### src/rtl/sram_ctrl_pkg.sv
// Shared types and defaults for the 32-bit to 16-bit asynchronous SRAM controller.
package sram_ctrl_pkg;

    typedef enum logic [1:0] {
        IDLE = 2'd0,
        LOW  = 2'd1,
        HIGH = 2'd2,
        DONE = 2'd3
    } state_t;

    localparam logic [31:0] DEF_BASE_ADDR   = 32'd1024;
    localparam int          DEF_WAIT_STATES = 4;
    localparam int          DEF_SRAM_AW     = 18;

    // Halfword select appended as the SRAM address LSB.
    localparam logic HW_LO = 1'b0;
    localparam logic HW_HI = 1'b1;

endpackage

### src/rtl/sram_controller_if.sv
// MEM-stage request/response bus plus the SRAM pad signals of the data-memory controller.
interface sram_controller_if
    import sram_ctrl_pkg::*;
#(
    parameter int SRAM_AW = DEF_SRAM_AW
);
    logic                rd_en;
    logic                wr_en;
    logic [31:0]         address;
    logic [31:0]         write_data;
    logic [31:0]         read_data;
    logic                ready;
    logic                addr_err;
    logic [SRAM_AW-1:0]  sram_addr;
    logic [15:0]         sram_dq_out;
    logic                sram_dq_oe;
    logic [15:0]         sram_dq_in;
    logic                sram_we_n;

    modport master (
        output rd_en, wr_en, address, write_data, sram_dq_in,
        input  read_data, ready, addr_err, sram_addr, sram_dq_out, sram_dq_oe, sram_we_n
    );

    modport slave (
        input  rd_en, wr_en, address, write_data, sram_dq_in,
        output read_data, ready, addr_err, sram_addr, sram_dq_out, sram_dq_oe, sram_we_n
    );
endinterface

### src/rtl/sram_controller.sv
// Splits each 32-bit MEM-stage load/store into two halfword SRAM accesses (SRAM_ADDR_CHECK_EN adds window check).
// Latency: ready rises 2*WAIT_STATES+1 cycles after the request (1 cycle for an out-of-window access).
// Backpressure: ready is low while an access is in flight; the pipeline freezes on ~ready.
module sram_controller
    import sram_ctrl_pkg::*;
#(
    parameter logic [31:0] BASE_ADDR   = DEF_BASE_ADDR,
    parameter int          WAIT_STATES = DEF_WAIT_STATES,
    parameter int          SRAM_AW     = DEF_SRAM_AW
) (
    input  logic              clk,
    input  logic              rst,
    sram_controller_if.slave  bus
);

    localparam logic [3:0] LAST_CNT = 4'(WAIT_STATES - 1);
    localparam int         WORD_W   = SRAM_AW - 1;

    state_t              state_q, state_d;
    logic [3:0]          cnt_q, cnt_d;
    logic                is_wr_q, is_wr_d;
    logic [WORD_W-1:0]   word_q, word_d;
    logic [31:0]         wdata_q, wdata_d;

    logic [SRAM_AW-1:0]  sram_addr_q, sram_addr_d;
    logic [15:0]         dq_out_q, dq_out_d;
    logic                oe_q, oe_d;
    logic                we_n_q, we_n_d;
    logic [31:0]         read_data_q;

    logic [31:0]         off;
    logic                req;
    logic                last;
    logic                phase_d;
    logic                unused_off;

    assign req  = bus.rd_en | bus.wr_en;
    assign off  = bus.address - BASE_ADDR;
    assign last = (cnt_q == LAST_CNT);
    assign unused_off = ^{off[31:SRAM_AW+1], off[1:0]};

`ifdef SRAM_ADDR_CHECK_EN
    logic bad_addr;
    logic err_q, err_d;
    assign bad_addr = (bus.address < BASE_ADDR) || (off[31:SRAM_AW+1] != '0);
`endif

    always_comb begin
        state_d = state_q;
        cnt_d   = cnt_q + 4'd1;
        is_wr_d = is_wr_q;
        word_d  = word_q;
        wdata_d = wdata_q;
`ifdef SRAM_ADDR_CHECK_EN
        err_d   = 1'b0;
`endif
        case (state_q)
            IDLE: begin
                cnt_d = 4'd0;
                if (req) begin
                    // A simultaneous read and write resolves to the read.
                    is_wr_d = bus.wr_en & ~bus.rd_en;
                    word_d  = off[SRAM_AW:2];
                    wdata_d = bus.write_data;
                    state_d = LOW;
`ifdef SRAM_ADDR_CHECK_EN
                    if (bad_addr) begin
                        state_d = DONE;
                        err_d   = 1'b1;
                    end
`endif
                end
            end
            LOW: begin
                if (last) begin
                    state_d = HIGH;
                    cnt_d   = 4'd0;
                end
            end
            HIGH: begin
                if (last) begin
                    state_d = DONE;
                    cnt_d   = 4'd0;
                end
            end
            DONE: begin
                state_d = IDLE;
                cnt_d   = 4'd0;
            end
            default: begin
                state_d = IDLE;
                cnt_d   = 4'd0;
            end
        endcase
    end

    // Pad outputs are registered from the next-cycle state so they are glitch-free.
    always_comb begin
        phase_d     = (state_d == LOW) || (state_d == HIGH);
        sram_addr_d = sram_addr_q;
        dq_out_d    = dq_out_q;
        oe_d        = 1'b0;
        we_n_d      = 1'b1;
        if (phase_d) begin
            sram_addr_d = {word_d, (state_d == HIGH) ? HW_HI : HW_LO};
            if (is_wr_d) begin
                dq_out_d = (state_d == HIGH) ? wdata_d[31:16] : wdata_d[15:0];
                oe_d     = 1'b1;
                // Strobe released on the final phase cycle for hold before the address moves.
                we_n_d   = (cnt_d == LAST_CNT);
            end
        end
    end

    always_ff @(posedge clk or negedge rst) begin
        if (!rst) begin
            state_q     <= IDLE;
            cnt_q       <= 4'd0;
            is_wr_q     <= 1'b0;
            word_q      <= '0;
            wdata_q     <= '0;
            sram_addr_q <= '0;
            dq_out_q    <= '0;
            oe_q        <= 1'b0;
            we_n_q      <= 1'b1;
        end else begin
            state_q     <= state_d;
            cnt_q       <= cnt_d;
            is_wr_q     <= is_wr_d;
            word_q      <= word_d;
            wdata_q     <= wdata_d;
            sram_addr_q <= sram_addr_d;
            dq_out_q    <= dq_out_d;
            oe_q        <= oe_d;
            we_n_q      <= we_n_d;
        end
    end

    always_ff @(posedge clk or negedge rst) begin
        if (!rst) begin
            read_data_q <= '0;
        end else begin
            if (!is_wr_q && last) begin
                if (state_q == LOW)  read_data_q[15:0]  <= bus.sram_dq_in;
                if (state_q == HIGH) read_data_q[31:16] <= bus.sram_dq_in;
            end
`ifdef SRAM_ADDR_CHECK_EN
            if (state_q == IDLE && bus.rd_en && bad_addr) read_data_q <= '0;
`endif
        end
    end

`ifdef SRAM_ADDR_CHECK_EN
    always_ff @(posedge clk or negedge rst) begin
        if (!rst) err_q <= 1'b0;
        else      err_q <= err_d;
    end
    assign bus.addr_err = err_q;
`else
    assign bus.addr_err = 1'b0;
`endif

    assign bus.ready       = (state_q == IDLE) ? ~req : (state_q == DONE);
    assign bus.read_data   = read_data_q;
    assign bus.sram_addr   = sram_addr_q;
    assign bus.sram_dq_out = dq_out_q;
    assign bus.sram_dq_oe  = oe_q;
    assign bus.sram_we_n   = we_n_q;

endmodule

### src/flat_wrapper.sv
// flat-port wrapper written by rule: the top's interface ports become plain ports
module sram_controller_flat import sram_ctrl_pkg::*;
#(
    parameter logic [31:0] BASE_ADDR   = DEF_BASE_ADDR,
    parameter int          WAIT_STATES = DEF_WAIT_STATES,
    parameter int          SRAM_AW     = DEF_SRAM_AW
)
  (clk, rst, bus_rd_en, bus_wr_en, bus_address, bus_write_data, bus_sram_dq_in, bus_read_data, bus_ready, bus_addr_err, bus_sram_addr, bus_sram_dq_out, bus_sram_dq_oe, bus_sram_we_n);
  sram_controller_if #(.SRAM_AW(SRAM_AW)) bus_i ();
  input  logic clk;
  input  logic rst;
  input wire logic [$bits(bus_i.rd_en)-1:0] bus_rd_en;
  input wire logic [$bits(bus_i.wr_en)-1:0] bus_wr_en;
  input wire logic [$bits(bus_i.address)-1:0] bus_address;
  input wire logic [$bits(bus_i.write_data)-1:0] bus_write_data;
  input wire logic [$bits(bus_i.sram_dq_in)-1:0] bus_sram_dq_in;
  output wire logic [$bits(bus_i.read_data)-1:0] bus_read_data;
  output wire logic [$bits(bus_i.ready)-1:0] bus_ready;
  output wire logic [$bits(bus_i.addr_err)-1:0] bus_addr_err;
  output wire logic [$bits(bus_i.sram_addr)-1:0] bus_sram_addr;
  output wire logic [$bits(bus_i.sram_dq_out)-1:0] bus_sram_dq_out;
  output wire logic [$bits(bus_i.sram_dq_oe)-1:0] bus_sram_dq_oe;
  output wire logic [$bits(bus_i.sram_we_n)-1:0] bus_sram_we_n;
  assign bus_i.rd_en = bus_rd_en;
  assign bus_i.wr_en = bus_wr_en;
  assign bus_i.address = bus_address;
  assign bus_i.write_data = bus_write_data;
  assign bus_i.sram_dq_in = bus_sram_dq_in;
  assign bus_read_data = bus_i.read_data;
  assign bus_ready = bus_i.ready;
  assign bus_addr_err = bus_i.addr_err;
  assign bus_sram_addr = bus_i.sram_addr;
  assign bus_sram_dq_out = bus_i.sram_dq_out;
  assign bus_sram_dq_oe = bus_i.sram_dq_oe;
  assign bus_sram_we_n = bus_i.sram_we_n;
  sram_controller #(.BASE_ADDR(BASE_ADDR), .WAIT_STATES(WAIT_STATES), .SRAM_AW(SRAM_AW)) u_core (.clk(clk), .rst(rst), .bus(bus_i));
endmodule
### config.mk
export PLATFORM = sky130hd
export DESIGN_NAME = sram_controller_flat
export DESIGN_NICKNAME = d
export VERILOG_FILES = /design/src/rtl/sram_ctrl_pkg.sv /design/src/rtl/sram_controller_if.sv /design/src/rtl/sram_controller.sv /design/src/flat_wrapper.sv
export SDC_FILE = /design/constraint.sdc
export NUM_CORES = 1
export LEC_CHECK = 0
export CELL_PAD_IN_SITES_DETAIL_PLACEMENT = 1
export CELL_PAD_IN_SITES_GLOBAL_PLACEMENT = 1
export CORE_AREA = 2 2 123 125
export DETAILED_ROUTE_END_ITERATION = 10
export DIE_AREA = 0 0 125 127
export PLACE_DENSITY_LB_ADDON = 0.1
export SYNTH_ARGS = -nofsm -noshare
export SYNTH_HDL_FRONTEND = slang
export SYNTH_SLANG_ARGS = --single-unit
### constraint.sdc
create_clock -name clk -period 4.6 [get_ports clk]
set_clock_uncertainty 0.2 [all_clocks]
set_input_delay 0.46 -clock clk [delete_from_list [all_inputs] [get_ports clk]]
set_output_delay 0.46 -clock clk [all_outputs]
set_load 0.01 [all_outputs]
* Word level (Yosys, flattened, before mapping)
Index checks and enable logic that the tools add are counted.
** Operators by class
- Add/subtract/negate cells :: 2
- Equal/unequal tests :: 7
- Mux-type cells :: 19
- Bitwise operators :: 4
- Reductions and logical operators :: 9
** Operator list (number)
- 32-bit 2-to-1 mux :: 2
- 17-bit 2-to-1 mux :: 2
- 19-bit by 11-bit subtractor with 19-bit output (second input constant) :: 1
- 16-bit 2-to-1 mux :: 1
- 4-bit by 2-bit equality test with 1-bit output (second input constant) :: 2
- 1-bit 2-to-1 mux :: 8
- 2-bit case mux with 4 select lines :: 1
- 4-bit case mux with 2 select lines :: 1
- 2-bit equality test (second input constant) :: 3
- 2-bit 2-to-1 mux :: 3
- 2-bit AND reduction :: 3
- 4-bit by 1-bit adder with 4-bit output (second input constant) :: 1
- 2-bit by 1-bit equality test with 1-bit output (second input constant) :: 2
- 4-bit 2-to-1 mux :: 1
- 2-bit OR reduction :: 2
- 2-bit logical NOT :: 1
- 1-bit inverter :: 2
- 1-bit bitwise AND :: 1
- 1-bit logical AND :: 1
- 1-bit logical NOT :: 1
- 1-bit logical OR :: 1
- 1-bit OR :: 1
** Storage, ports and cells
- Register bits :: 124
- Output and inout port bits :: 70
- Logic and storage cells :: 52

* Logic depth before layout (Yosys ltp)
- Word-level depth :: 6
- Gate-level depth with buffers :: 14

* Least setup slack after synthesis
OpenSTA, ideal clock, no wires.
- Path type :: register -> register
- From :: reg u_core.state_q[0]
- To :: reg u_core.dq_out_q[6] (netlist: u_core.bus.sram_dq_out[6])
- Setup time :: 0.125 ns
- Arrival :: 2.990 ns
- Data required time :: 4.275 ns
- Setup slack :: 1.285 ns
- Cell stages (with the launch flop) :: 15
- Cells stage by stage :: dfrtp_1 inv_1 ha_1 buf_6 o21a_1 buf_6 buf_6 buf_2 nor3_1 a21o_1 ha_1 clkbuf_1 buf_1 mux4_2 mux2_2
** On the way
- Word-level cells in the longest chain between the ends :: 5
** RTL lines
- start, declared :: line sram_controller.sv:19 : state_t state_q, state_d;
- start signal, assigned :: line sram_controller.sv:127 : state_q <= state_d;
- 2-bit equality test (tied with other cells) :: line sram_controller.sv:57 : case (state_q)
- 2-bit case mux with 4 select lines :: line sram_controller.sv:57
- 2-bit by 1-bit equality test with 1-bit output / 2-bit equality test (equally long branches) :: line sram_controller.sv:99, sram_controller.sv:107
- 1-bit logical OR :: line sram_controller.sv:99 : phase_d = (state_d == LOW) || (state_d == HIGH);
- 2-bit AND reduction (no source line)
- end signal, assigned :: line sram_controller.sv:133 : dq_out_q <= dq_out_d;
- end, declared :: line sram_controller.sv:26 : logic [15:0] dq_out_q, dq_out_d;
Parallel ways exist; a longest one is shown, timed or not.
A chain may end at the register's enable or synchronous reset.

* Worst setup path after layout
- From :: reg u_core.cnt_q[0]
- To :: reg u_core.dq_out_q[14] (netlist: u_core.bus.sram_dq_out[14])
** On the way
- Word-level cells in the longest chain between the ends :: 6
** RTL lines
- start, declared :: line sram_controller.sv:20 : logic [3:0] cnt_q, cnt_d;
- start signal, assigned :: line sram_controller.sv:128 : cnt_q <= cnt_d;
- 4-bit by 2-bit equality test with 1-bit output * :: line sram_controller.sv:39 : assign last = (cnt_q == LAST_CNT);
- 2-bit 2-to-1 mux (on tied branches) :: line sram_controller.sv:81, sram_controller.sv:75
- 2-bit case mux with 4 select lines * :: line sram_controller.sv:57
- via u_core.state_d[1] :: line sram_controller.sv:19
- 2-bit by 1-bit equality test with 1-bit output / 2-bit equality test (equally long branches) :: line sram_controller.sv:99, sram_controller.sv:107
- 1-bit logical OR :: line sram_controller.sv:99
- 2-bit AND reduction (no source line)
The timed path passes the listed nets; every way through them passes the cells marked *.

==> flow_metrics.py <==
metrics = {
    "synth": {
        "syn_area_sq_mm": 0.005303,
        "ys_ff_latch": 124,
        "yosysUniqueCellTypes": 38,
        "syn_nets": 526,
        "synthCells": 434,
        "syn_avg_cell_area_sq_um": 12.22,
        "seq_area_frac_synth_pct": 58.54,
        "ys_warn_count": 0,
    },
    "pwr": {
        "p_sw_share_pct": 32.43,
        "p_sw_mw": 1.855,
        "intPower_mw": 3.866,
        "clkPwrFrac_pct": 24.2,
        "p_comb_share_pct": 43.1,
        "p_per_area_mw_per_mm2": 765.4,
        "leakage_nw": 3.292,
        "seq_power_share_pct": 32.6,
        "ir_drop_v": 0.0004524,
    },
    "grt": {
        "grt_pass1_wl_mm": 20.91,
        "track_usage_pct": 16.92,
        "grt_pass1_vias": 4098,
        "antenna_found_initial": 0,
        "grt-ovfl-total": 0,
        "grt_max_degree": 95,
    },
    "timing": {
        "max_freq_mhz": 310.6,
        "fin_crit_sh_pct": 70.00,
        "setup_viol": 0,
        "timing.hold.ws_ps": 270.6,
        "rsz0062_at_grt": "no",
        "finalMaxSlewViolations": 0,
        "post-route-min-period_ps": 3220,
        "hold_viol": 0,
        "tightest_slew_ps": 919.2,
        "relSlewSlack_pct": 38.55,
        "tns_ps": 0,
    },
    "critical_path": {
        "r2r_end": "u_core.bus.sram_dq_out[14]$_DFFE_PN0P_",
        "path_cells": "ha_1 -> or3b_1 -> a21oi_1 -> nor2_1 -> a21oi_1 -> ha_1 -> nor2b_2 -> buf_4 -> mux2_2",
        "cp.arrival_ps": 3320,
        "path_class": "reg -> reg",
        "slowest_stage": "nor2b_2",
        "r2r_slack_ps": 1380,
        "cp_slowest_stage_delay_ps": 440,
        "cp.required_ps": 4700,
        "rr_startpoint": "u_core.cnt_q[0]$_DFF_PN0_",
        "cp_max_fo": 11,
        "critPathCaptureType": "flip-flop",
        "cp-start-kind": "flip-flop",
        "path_delay_family": "simple AND/OR/NAND/NOR gates",
        "crit_buf_inv": 1,
        "r2r_cells": 9,
    },
    "die": {
        "ios": 154,
        "rows": 44,
        "fp.dieW_microns": 125,
        "core_sq_mm": 0.01442,
        "die_area_sq_mm": 0.01588,
        "initial_core_util_pct": 36.76,
        "die-height_microns": 127,
    },
    "routing": {
        "wl_per_cell_microns": 16.33,
        "first_pass_iters": 4,
        "viasPerCell": 4.839,
        "antenna_left": 0,
        "drtIter0Drc": 91,
        "wl_mm": 12.61,
        "route.detailed.drc": 0,
        "vias": 3736,
    },
    "flow_run": {
        "drv_cap": 0,
    },
    "clock_network": {
        "cts_sinks": 124,
        "clkTransAtPathRegs_ps": 50,
        "clockBufferDepth": 2,
        "ctsHtreeMaxLevel": 4,
        "numCtsBuffers": 17,
        "cts-root-buf": "clkbuf_16",
        "clock_latency_ps": 420,
        "cts_tree": "yes",
    },
    "place": {
        "gp_congestion": 0.7517,
        "placed_area_sq_mm": 0.006843,
        "place_hpwl_mm": 8.581,
        "port-buffer-count": 137,
    },
    "layout": {
        "n_fill_cell": 1492,
        "final_common_cell": "clkdlybuf4s50_1",
        "diodes": 0,
        "final_cell_mix": "136 x clkdlybuf4s50_1, 132 x nand2_1, 123 x dfrtp_1",
        "nets": 667,
        "drive_gt1_share_pct": 17.52,
        "finish.utilization_pct": 51.82,
        "fin_area_sq_mm": 0.007475,
        "area_growth_pct": 40.96,
    },
    "min_path": {
        "hold_end": "u_core.word_q[4]$_DFF_PN0_",
        "min_path_cells": 2,
        "hp-class": "reg -> reg",
        "hp-start": "u_core.word_q[4]$_DFF_PN0_",
    },
    "outcome": {
        "status": "finished, final reports clean",
    },
}
-- power by group through the flow --
| stage | Combinational (mW) | Clock (mW) | Sequential, mW |
|---|---|---|---|
| final | 2.47 | 1.39 | 1.87 |
| after global placement | 2.44 | 0 | 1.85 |
| after global routing | 2.72 | 1.47 | 1.93 |
| after floorplan | 1.43 | 0 | 1.96 |
| after detailed placement | 2.52 | 0 | 1.88 |
| after CTS | 2.54 | 1.42 | 1.87 |
-- tightest hold or removal path, cell delays in order (launching register included) --
cell and delay, ps:
dfrtp_1 320, nand2_1 50, nand2_1 70
-- metal layers --
metal / up-vias / GRT usage, % / wire (microns)
li1: 1751 / - / -
met1: 1859 / 20.50 / 5557
met2: 112 / 28.07 / 6046
met3: 14 / 5.611 / 787
met4: 0 / 6.863 / 216
met5: - / 0 / 0
-- through the flow --
| step | std cells | setup slack (ps) | power (mW) |
|---|---|---|---|
| floorplan | 434 | 1285 | 3.394 |
| CTS | 772 | 1316 | 5.832 |
| finish | 772 | 1380 | 5.721 |
| detailed placement | 739 | 1337 | 4.400 |
| global route | 772 | 1196 | 6.120 |
| global placement | 739 | 1372 | 4.293 |
-- area by class of cell --
class / instances / area, sq um / share of cell area (%)
clock buffers: 22 / 484.2 / 6.478
flip-flops and latches: 124 / 3104 / 41.53
well taps: 184 / 230.2 / 3.080
clock inverters: 10 / 137.6 / 1.841
multi-input cells: 284 / 2076 / 27.77
repair buffers: 144 / 1428 / 19.10
inverters: 4 / 15.01 / 0.2009
-- Yosys cell counts --
cell | number | area share (%)
o221ai_1 | 2 | 0.33
buf_4 | 2 | 0.28
a21o_1 | 2 | 0.28
nand3_1 | 5 | 0.47
xnor2_1 | 3 | 0.50
nor2b_1 | 4 | 0.47
o41ai_1 | 1 | 0.17
xor2_1 | 2 | 0.33
buf_1 | 2 | 0.14
o31ai_1 | 2 | 0.28
o21ai_1 | 5 | 0.47
dfstp_2 | 1 | 0.50
o21a_1 | 1 | 0.14
nor2_1 | 12 | 0.85
or3b_1 | 1 | 0.17
a31oi_1 | 1 | 0.12
o21ai_0 | 2 | 0.19
a21oi_1 | 8 | 0.76
buf_2 | 8 | 0.76
nand2b_1 | 2 | 0.24
mux4_2 | 16 | 6.8
a31oi_2 | 1 | 0.24
and3b_1 | 1 | 0.17
nand2_1 | 132 | 9.3
nor3b_1 | 1 | 0.14
conb_1 | 1 | 0.071
dfrtp_1 | 123 | 58
and2_1 | 2 | 0.24
nor3_1 | 2 | 0.19
or3_1 | 1 | 0.12
nor4_1 | 1 | 0.12
mux2_2 | 43 | 9.1
buf_6 | 3 | 0.64
ha_1 | 8 | 1.9
mux2_1 | 21 | 4.5
clkbuf_1 | 7 | 0.50
inv_1 | 4 | 0.28
or4_4 | 1 | 0.21
-- sequential cells by signal (all words and copies together) (netlist names), 2 cells and up --
register                cells
u_core.wdata_q             32
u_core.bus.sram_dq_out     16
u_core.state_q              2
u_core.cnt_q                4
u_core.bus.read_data       32
u_core.word_q              17
u_core.bus.sram_addr       18
-- worst max path at each step --
stage / startpoint / end / cells past startpoint
after detailed placement: bus_wr_en / u_core.bus.sram_dq_out[14]$_DFFE_PN0P_ / 8
after global placement: bus_wr_en / u_core.bus.sram_dq_out[14]$_DFFE_PN0P_ / 8
final: u_core.cnt_q[0]$_DFF_PN0_ / u_core.bus.sram_dq_out[14]$_DFFE_PN0P_ / 9
after global routing: u_core.cnt_q[0]$_DFF_PN0_ / u_core.bus.sram_dq_out[10]$_DFFE_PN0P_ / 9
after CTS: u_core.cnt_q[0]$_DFF_PN0_ / u_core.bus.sram_dq_out[14]$_DFFE_PN0P_ / 9
after floorplan: u_core.state_q[0]$_DFF_PN0_ / u_core.bus.sram_dq_out[6]$_DFFE_PN0P_ / 14
-- kinds of logic after synthesis --
kind of cell	count (synthesis)	share of synthesized area [%]
AO/OA/AOI/OAI	25	2.973
other	1	0.07072
flip-flops	124	58.54
adder cells (fa/ha/maj)	8	1.888
multiplexers	80	20.39
AND/OR/NAND/NOR	165	12.72
buffers and inverters	26	2.596
XOR/XNOR	5	0.8260
-- what timing repair did --
action	CTS	global route
buffers inserted	0	0
endpoints found under the hold margin	92	0
hold buffers	1	0
endpoints found under the setup margin	0	0
gates resized for setup	0	0
Note: power is estimated with default switching activity, not from simulation.
